### src/rtl/bm_if_arbiter_pkg.sv
// bm_if_arbiter_pkg: shared operand width, FSM state and opcode encodings
package bm_if_arbiter_pkg;
    localparam int DEF_BITS = 2;
    typedef enum logic [1:0] {
        IDLE   = 2'b00,
        SERVE0 = 2'b01,
        SERVE1 = 2'b10
    } state_t;
    localparam logic [1:0] OP_AND = 2'b00;
    localparam logic [1:0] OP_OR  = 2'b01;
    localparam logic [1:0] OP_XOR = 2'b10;
    localparam logic [1:0] OP_DEC = 2'b11;
endpackage

### src/rtl/bm_if_op_unit.sv
// bm_if_op_unit: registered logic op unit; result only updates on a transfer
module bm_if_op_unit
    import bm_if_arbiter_pkg::*;
#(
    parameter int BITS = DEF_BITS
) (
    input  logic            clock,
    input  logic            reset,
    input  logic            i_en,
    input  logic [BITS-1:0] i_a,
    input  logic [BITS-1:0] i_b,
    input  logic [1:0]      i_op,
    output logic [BITS-1:0] o_result
);
    logic [BITS-1:0] w_res;
    logic [BITS-1:0] r_result;
    always_comb begin
        w_res = '0;
        case (i_op)
            OP_AND: w_res = i_a & i_b;
            OP_OR:  w_res = i_a | i_b;
            OP_XOR: w_res = i_a ^ i_b;
            OP_DEC: if (i_a == '0) w_res = '1; else w_res = ~i_a;
        endcase
    end
    always_ff @(posedge clock) begin
        if (reset) r_result <= '0;
        else if (i_en) r_result <= w_res;
    end
    assign o_result = r_result;
endmodule

### src/rtl/bm_if_arbiter.sv
// bm_if_arbiter: two-requester round-robin arbiter with hold cap in front of
// a registered op unit; results come back one cycle later tagged with owner.
module bm_if_arbiter
    import bm_if_arbiter_pkg::*;
#(
    parameter int BITS     = DEF_BITS,
    parameter int HOLD_MAX = 3
) (
    input  logic            clock,
    input  logic            reset,
    input  logic            req0,
    input  logic            req1,
    input  logic [BITS-1:0] a0,
    input  logic [BITS-1:0] b0,
    input  logic [BITS-1:0] a1,
    input  logic [BITS-1:0] b1,
    input  logic [1:0]      op0,
    input  logic [1:0]      op1,
    output logic            gnt0,
    output logic            gnt1,
    output logic [BITS-1:0] result,
    output logic            valid,
    output logic            owner,
    output logic            busy
);
    localparam logic [2:0] HOLD_TOP = 3'(HOLD_MAX - 1);
    state_t          r_state;
    state_t          w_next;
    logic [2:0]      r_hold;
    logic            r_last;
    logic            r_valid;
    logic            r_owner;
    logic            w_xfer0;
    logic            w_xfer1;
    logic            w_xfer;
    logic            w_cap;
    logic            w_enter;
    logic [BITS-1:0] w_a;
    logic [BITS-1:0] w_b;
    logic [1:0]      w_op;
    assign gnt0    = r_state == SERVE0;
    assign gnt1    = r_state == SERVE1;
    assign busy    = r_state != IDLE;
    assign w_xfer0 = gnt0 && req0;
    assign w_xfer1 = gnt1 && req1;
    assign w_xfer  = w_xfer0 || w_xfer1;
    assign w_cap   = r_hold == HOLD_TOP;
    // The illegal encoding 2'b11 falls through to the IDLE arbitration.
    assign w_next = gnt0 ? (((!req0 || w_cap) && req1) ? SERVE1 : req0 ? SERVE0 : IDLE) :
                    gnt1 ? (((!req1 || w_cap) && req0) ? SERVE0 : req1 ? SERVE1 : IDLE) :
                    req0 ? ((req1 && !r_last) ? SERVE1 : SERVE0) :
                    req1 ? SERVE1 : IDLE;
    assign w_enter = (w_next != r_state) && (w_next != IDLE);
    assign w_a  = gnt1 ? a1 : a0;
    assign w_b  = gnt1 ? b1 : b0;
    assign w_op = gnt1 ? op1 : op0;
    always_ff @(posedge clock) begin
        if (reset) begin
            r_state <= IDLE;
            r_hold  <= '0;
            r_last  <= 1'b1;
            r_valid <= 1'b0;
            r_owner <= 1'b0;
        end else begin
            r_state <= w_next;
            r_valid <= w_xfer;
            if (w_xfer) r_owner <= w_xfer1;
            if (w_enter) begin
                r_hold <= '0;
                r_last <= w_next == SERVE1;
            end else if (w_xfer && !w_cap) begin
                r_hold <= r_hold + 3'd1;
            end
        end
    end
    bm_if_op_unit #(.BITS(BITS)) u_op (
        .clock    (clock),
        .reset    (reset),
        .i_en     (w_xfer),
        .i_a      (w_a),
        .i_b      (w_b),
        .i_op     (w_op),
        .o_result (result)
    );
    assign valid = r_valid;
    assign owner = r_owner;
endmodule

### config.mk
export PLATFORM = sky130hd
export DESIGN_NAME = bm_if_arbiter
export DESIGN_NICKNAME = d
export VERILOG_FILES = /design/src/rtl/bm_if_arbiter_pkg.sv /design/src/rtl/bm_if_op_unit.sv /design/src/rtl/bm_if_arbiter.sv
export SDC_FILE = /design/constraint.sdc
export NUM_CORES = 1
export LEC_CHECK = 0
export CORE_AREA = 2 2 49 51
export CTS_CLUSTER_SIZE = 10
export DETAILED_ROUTE_END_ITERATION = 10
export DIE_AREA = 0 0 51 53
export MAX_ROUTING_LAYER = met4
export PLACE_DENSITY = 0.6
export SLEW_MARGIN = 30
export SYNTH_ARGS = -nofsm -noshare
export SYNTH_HDL_FRONTEND = slang
export SYNTH_SLANG_ARGS = --single-unit
### constraint.sdc
create_clock -name clock -period 2.96 [get_ports clock]
set_input_delay 0.296 -clock clock [delete_from_list [all_inputs] [get_ports clock]]
set_output_delay 0.296 -clock clock [all_outputs]
set_load 0.02 [all_outputs]
==> impl.org, run 1 <==
** Status
- Status :: completed

** Clocking
- The clock passes through at most 2 buffers.
- For this design, the CTS-stage hold fixing added 0 buffers.
- Clock-pin slew was measured on the worst setup and hold paths at 0.07 ns.
- The number of clock buffers added by TritonCTS is 3.
- CTS root buffer :: clkbuf_4
- H-Tree Level Count :: 1
- The number of setup buffers added after CTS is 0.
- Source-to-sink clock delay at the later pin of the worst-skew pair :: 0.26 ns
- TritonCTS built the clock tree.
- Number of cells upsized or downsized after cts :: 0
- The clock drives 10 sinks.

** Synthesis
- The synthesized design contains 10 register bits.
- In this run the mean area of a mapped cell was roughly 8 sq um.
- The netlist uses 31 different library cells.
- The Yosys step of the flow raised 0 warnings.
- Number of enable-type register cells in the synthesized netlist :: 0
- Of all flip-flops after synthesis, the portion carrying an async set or reset was 0%.
- For this run, the leading register cell type out of synthesis is dfxtp_1.
- Synthesis handed over a netlist of roughly 90 instances.
- Proportion of synthesized chip area in sequential cells :: 27.3%
- Post-Synthesis Net Count :: about 110
- Cell area after synthesis :: roughly 730 sq um

** Critical path
- STA puts the critical path data arrival time at between 1.5 and 2 ns.
- Register-to-register setup slack :: roughly 0.98 ns
- In this run the critical register-to-register path is launched from r_state[1].
- Depth of the most critical reg-to-reg path :: 7
- STA classifies the critical path startpoint as a flip-flop.
- Maximum fanout count along the critical path :: 12
- Kind of capture point of the worst setup path :: primary output
- The endpoint identified for the worst register-to-register timing path is u_op.o_result[1].
- By startpoint and endpoint, the worst setup path is classified as reg2out.
- Crit path required time :: 2.66 ns

** Hold path
- Hold WC Path Type :: reg2reg
- Hold path depth :: 2
- Hold-critical path endpoint :: u_op.o_result[0]
- In this run the most critical hold path is launched from u_op.o_result[0].

** Cells and area
- Final net count :: between 100 and 150
- The number of antenna diodes in the final layout is 0.
- Measured on the finished design, the core utilization comes to 46.9%.
- The area growth from synthesis to layout is 37.5%.
- In the final layout, the share of cells above drive strength 1 is 7.76%.

** Place
- DP HPWL :: approximately 1300 microns
- Routability congestion estimate :: approximately 0.86
- In this run the tool buffered the top-level ports with 22 buffer cells.

** Timing
- Headroom to the max-slew limit came out at 72.2%.
- Time the final worst path needs with I/O delays and setup :: roughly 2.1 ns
- Summed over all failing endpoints, the final setup total negative slack is 0 ns.
- For the pin with the worst max-slew slack, the measured transition is about 0.41 ns.
- The worst path uses around 71% of the clock period.
- Setup skew after layout :: ~0.00024 ns
- Setup repair after global routing missed its margin :: no
- Based on the critical path, the design can be clocked at up to between 0.4 and 0.5 GHz.
- Final number of hold-violating endpoints :: 0
- Count of endpoints failing setup in the final report :: 0
- Final count of pins violating max slew :: 0

** Pwr
- Across the VDD grid, the largest voltage drop is roughly 0.23 mV.
- In this run the static leakage power is 0.433 nW.
- Pwr/cell area :: 380 nW/um^2

** Routing
- DRC :: 0
- Detailed-routing iteration count for the pre-antenna-repair pass :: 4
- Average wire per standard cell :: around 11 microns
- Antenna Violating Nets Remaining :: 0
- Detailed routing inserted a total of approximately 700 vias.
- DR iter-0 viols :: 10
- The routed design has ~1600 microns of wire.
- Per-cell via count in the routed design :: a little under 5

** Floorplan
- Height of the chip :: 53 microns
- From left edge to right edge, the die measures 51 microns.
- Initial core utilization :: approximately a third
- During I/O placement, the number of pins put on the boundary was 23.
- After floorplanning, the core was divided into 17 placement rows.
- The die covers between 2000 and 3000 sq um.
- Core region area :: 2150 sq um

** Job
- Across the run, the number of max-cap violations was 0.

** Global route
- The number of global-route vias before repair is approximately 670.
- Total gr overflow :: 0
- The initial antenna violation count is 0.
- Entering global routing, the biggest net connects 13 pins.
- Global routing used between 10% and 20% of the available tracks across all layers.
- The first global-routing pass estimated about 2700 microns of wire.
[cells in the final DEF, fill, tap and decap left out]
master            n
o311ai_2          1
clkdlybuf4s50_1  22
and2_1            2
nand3_1           2
nand2_1           6
clkbuf_4          3
and4bb_1          1
a21oi_1           7
ha_1              6
nor3_1            1
inv_1            11
nor3b_1           1
nand3b_1          2
xnor2_1           2
nor2_1            7
o21ai_0           2
a221oi_1          2
a211oi_1          2
inv_2             2
a31oi_1           1
nor2b_1           2
o31ai_1           4
clkinv_1          1
o22ai_1           2
clkbuf_8          1
mux2i_1           5
nand2b_1          4
or3_1             1
or2_2             1
dfxtp_1          10
or2_1             1
and3_4            1
[logic make-up after synthesis]
family | Yosys count | share of synthesized area [%]
AND/OR/NAND/NOR | 32 | 24.4
adder cells (fa/ha/maj) | 6 | 10.2
flip-flops | 10 | 27.3
AO/OA/AOI/OAI | 21 | 19.5
buffers and inverters | 16 | 9.38
multiplexers | 5 | 6.83
XOR/XNOR | 2 | 2.39
[cell usage after synthesis, types with 2 or more instances]
cell | n | area share [%]
o21ai_0 | 2 | 1.4
nor2_1 | 7 | 3.6
a21oi_1 | 7 | 4.8
xnor2_1 | 2 | 2.4
nand2_1 | 6 | 3.1
o31ai_1 | 4 | 4.1
mux2i_1 | 5 | 6.8
dfxtp_1 | 10 | 27
a221oi_1 | 2 | 2.4
ha_1 | 6 | 10
inv_1 | 11 | 5.6
a211oi_1 | 2 | 2.0
o22ai_1 | 2 | 1.7
nand2b_1 | 4 | 3.4
nand3b_1 | 2 | 2.0
nand3_1 | 2 | 1.4
inv_2 | 2 | 1.0
and2_1 | 2 | 1.7
nor2b_1 | 2 | 1.7
[stage by stage]
stage	instance area [sq um]	cells	worst slack (ns)	hold WS [ns]	power [mW]
floorplan	733	92	1.04	0.368	0.217
global placement	972	140	1.08	0.470	0.263
detailed placement	972	140	0.974	0.477	0.264
CTS	1010	144	0.864	0.487	0.389
global route	1010	144	0.735	0.503	0.410
finish	1010	144	0.870	0.478	0.383
[worst max path at each step]
stage               start               end  depth (start not counted)
4_1_cts        r_state[1]              gnt1                          3
2_1_floorplan  r_state[0]  u_op.o_result[1]                          9
3_3_place_gp         req1         r_hold[1]                          5
6_report       r_state[1]              gnt1                          3
3_5_place_dp   r_state[1]  u_op.o_result[1]                          7
5_1_grt        r_state[1]              gnt1                          3
[per-layer routing]
layer	track usage, %	routed length, microns
met3	0.847	47
met1	15.0	719
met4	9.46	46
met5	-	0
met2	23.8	778
[report_power, final]
part	switching, mW	internal [mW]
clock	0.0484	0.0747
sequential	0.00627	0.142
combinational	0.0536	0.0577
total	0.108	0.275
[flip-flops by register name, indices dropped and copies added, names as in the netlist]
signal / cells
u_op.o_result: 2
r_last: 1
owner: 1
r_hold: 3
r_state: 2
valid: 1
[worst max-delay path, stage by stage, from the launching register on]
cell and delay [ns]:
dfxtp_1 0.42, nand2b_1 0.21, inv_2 0.24, clkdlybuf4s50_1 0.65
[layout make-up]
cell class	count	area (sq um)
Fill cell	202	1140
Multi-Input combinational cell	66	464
Timing Repair Buffer	22	220
Sequential cell	10	200
Inverter	14	52.6
Clock buffer	4	36.3
Tap cell	28	35.0
(Power assumes the default switching activity.)
==> run 2, diff against run 1 <==
--- a/config.mk
+++ b/config.mk
@@ -10,7 +10,7 @@
 export DETAILED_ROUTE_END_ITERATION = 10
 export DIE_AREA = 0 0 51 53
 export MAX_ROUTING_LAYER = met4
-export PLACE_DENSITY = 0.6
+export PLACE_DENSITY = 0.63
 export SLEW_MARGIN = 30
 export SYNTH_ARGS = -nofsm -noshare
 export SYNTH_HDL_FRONTEND = slang
==> constraint.sdc (replaced) <==
create_clock -name clock -period 1.7 [get_ports clock]
set_input_delay 0.17 -clock clock [delete_from_list [all_inputs] [get_ports clock]]
set_output_delay 0.17 -clock clock [all_outputs]
set_load 0.02 [all_outputs]
==> impl.org, run 2 (same netlist as run 1, synthesis figures left out) <==
** Clocking
- The level count of the clock H-tree is 1 (unchanged).
- Clock tree from TritonCTS :: yes
- The hold buffer count at cts came to 0 (unchanged).
- The insertion delay to the later sink of the worst-skew pair came to 0.27 ns (about the same).
- The maximum buffer depth of the clock tree was 2 (unchanged).
- The tree is rooted in a clkbuf_4.
- The register clock-pin slew on the reported worst setup and hold paths is 0.07 ns (about the same).
- The clock sink total came to 10 (unchanged).
- CTS buffer count :: 3 (unchanged)

** Floorplan
- The area of the core region was 2150 sq um (unchanged).
- Area of the die :: 2700 sq um (unchanged)
- The width of the die came to 51 microns (unchanged).
- The I/O pin count came to 23 (unchanged).
- The y dimension of the die was 53 microns (unchanged).
- The placement row count came to 17 (unchanged).
- The initial core utilization is 34.1% (unchanged).

** Place
- The HPWL reported at the end of detailed placement was 1340 microns (-0.31%).
- The final RePlAce weighted congestion came to 0.843 (-1.4%).
- The count of port buffers added during placement came to 22 (unchanged).

** Critical path
- The setup slack on the worst flop-to-flop path was 0.07 ns (-0.91 ns).
- The worst register-to-register path ends at u_op.o_result[0].
- The worst setup path is of the reg2reg kind.
- Kind of capture point of the worst setup path :: flip-flop
- The data arrival at the endpoint of the critical path is 1.77 ns (-0.02 ns).
- Crit path required time :: 1.85 ns (-0.81 ns)
- Launch point of the worst reg-to-reg path :: r_state[0]
- The most critical setup path has its startpoint at r_state[0].
- The depth of the worst register-to-register path was 6 (-1).
- Maximum fanout count along the critical path :: 9 (-3)
- Startpoint types :: flip-flop

** Pwr
- The combinational power share was 33.6% (+4.5 points).
- The final total power came to 714 uW (+86%).
- Sequential fraction of design power :: 35.9% (-2.9 points)
- The power per unit of standard cell area was 639 nW/um^2 (+68%).
- The net switching power of the design came to 212 uW (+96%).
- Clock network fraction of total power :: 30.5% (-1.6 points)
- The switching power share of the total was 29.7% (+1.5 points).
- Static leakage power :: 0.474 nW (+9.5%)
- Worst VDD drop :: 0.491 mV (+110%)
- The internal power component was 502 uW (+83%).

** Job
- Max cap viols :: 0 (unchanged)

** Hold path
- Hold-critical path endpoint :: u_op.o_result[1]
- Hold path start :: u_op.o_result[1]
- Hold path depth :: 2 (unchanged)
- Hold WC Path Type :: reg2reg

** Routing
- Detailed-route via count :: 732 (+4.1%)
- Average wire per standard cell :: 12.0 microns (+8.2%)
- Detailed-routing iteration count for the pre-antenna-repair pass :: 4 (unchanged)
- The number of design rule violations left after detail routing is 0 (unchanged).
- Antenna Violating Nets Remaining :: 0 (unchanged)
- DR iter-0 viols :: 10 (unchanged)
- Routed WL :: 1780 microns (+12%)
- The detail-routed via count per cell was 4.91 (+0.63%).

** Cells and area
- Commonest cells after routing, fill and taps aside :: clkdlybuf4s50_1 (20), inv_1 (11), dfxtp_1 (8), nor2_1 (7), a21oi_1 (6)
- Final net count :: 144 (+3.6%)
- Most common library cell in the layout ignoring fill and taps :: clkdlybuf4s50_1
- Largest register by flop count :: r_hold
- Antenna fix cells :: 0 (unchanged)
- Layout overhead on the synthesized area :: 52.6%
- The flip-flop count of the largest register after layout came to 3 (unchanged).
- Share of post-route cells with drive strength above 1 :: 19.8% (+12 points)

** Global route
- The largest net degree at the start of global routing is 10 (-3).
- Total gr overflow :: 0 (unchanged)
- Initial antenna violation count :: 0 (unchanged)
- Tot GR Track Use :: 14.4% (+0.74 points)
- Wire length of the first global-routing pass :: 2850 microns (+6.4%)
- Number of global-route vias before repair :: 682 (+2.2%)

** Timing
- Final count of pins violating max slew :: 0 (unchanged)
- Time the final worst path needs with I/O delays and setup :: about 1.6 ns
- Hold slack final :: 0.481 ns (+0.00322 ns)
- The measured slew at the worst slew-check pin was 0.400 ns (-0.0128 ns).
- Upper clock frequency limit :: around 0.6 GHz
- Final number of hold-violating endpoints :: 0 (unchanged)
- The worst path uses about 96% of the clock period.
- The worst max-slew margin expressed relative to the limit is 72.6% (+0.33 points).
- Setup skew after layout :: 0.00286 ns (+0.00262 ns)
- Count of endpoints failing setup in the final report :: 0 (unchanged)

** Status
- Status :: completed
[run 2: cell count changes in the layout (fill, tap and decap cells not counted), moves of 2 or more]
cell             delta
buf_4               +5
a221oi_1            -2
clkdlybuf4s50_1     -2
dfxtp_1             -2
dfxtp_2             +2
dlygate4sd2_1       +2
[run 2: worst max-delay path by stage]
| stage | endpoint | slack (ns) | depth (start not counted) |
|---|---|---|---|
| 2_1_floorplan | u_op.o_result[0] | -0.01 | 8 |
| 3_3_place_gp | u_op.o_result[0] | 0.08 | 6 |
| 3_5_place_dp | r_hold[1] | 0.03 | 5 |
| 4_1_cts | u_op.o_result[0] | 0.05 | 6 |
| 5_1_grt | u_op.o_result[0] | -0.005 | 6 |
| 6_report | u_op.o_result[0] | 0.07 | 6 |
[run 2: repair_timing]
item                                    CTS  global route
endpoints found under the setup margin    2             6
setup buffers                             0             0
hold endpoints to repair                  0             0
gates resized for setup                   2             7
[run 2: power groups by stage]
| stage | clock (mW) | sequential, mW | combinational [mW] |
|---|---|---|---|
| after floorplan | 0 | 0.271 | 0.123 |
| after global placement | 0 | 0.262 | 0.218 |
| after detailed placement | 0 | 0.263 | 0.220 |
| after CTS | 0.223 | 0.257 | 0.219 |
| after global routing | 0.241 | 0.259 | 0.264 |
| final | 0.218 | 0.257 | 0.240 |
[run 2: metal layers]
layer	share of wire, %	routed length, microns	vias to the layer above	global-route usage, %
met5	0	0	-	-
met4	1.2	21	0	8.11
met3	3.0	54	2	0.847
met2	52	934	17	25.1
met1	43	773	336	16.5
li1	-	-	377	-
[run 2: stage by stage]
step	area, sq um	setup TNS, ns	instances	setup slack (ns)	util, %
final	1120	0	149	0.0749	52.1
after global routing	1120	-0.00460	149	-0.00460	52.1
after CTS	1080	0	149	0.0466	50.2
after detailed placement	1040	0	145	0.0281	48.6
after global placement	1040	0	145	0.0819	48.6
after floorplan	778	-0.0217	92	-0.0111	-
[run 2: final cells by class]
cell class	instances	area, sq um
Fill cell	222	1030
Multi-Input combinational cell	66	532
Timing Repair Buffer	27	255
Sequential cell	10	203
Inverter	14	57.6
Clock buffer	4	36.3
Tap cell	28	35.0
[run 2: worst max-delay path: stages, from the launching register on]
cell and delay (ns):
dfxtp_2 0.32, nand2b_4 0.15, inv_6 0.10, mux2i_1 0.25, ha_1 0.28, a221oi_2 0.29
o31ai_1 0.12
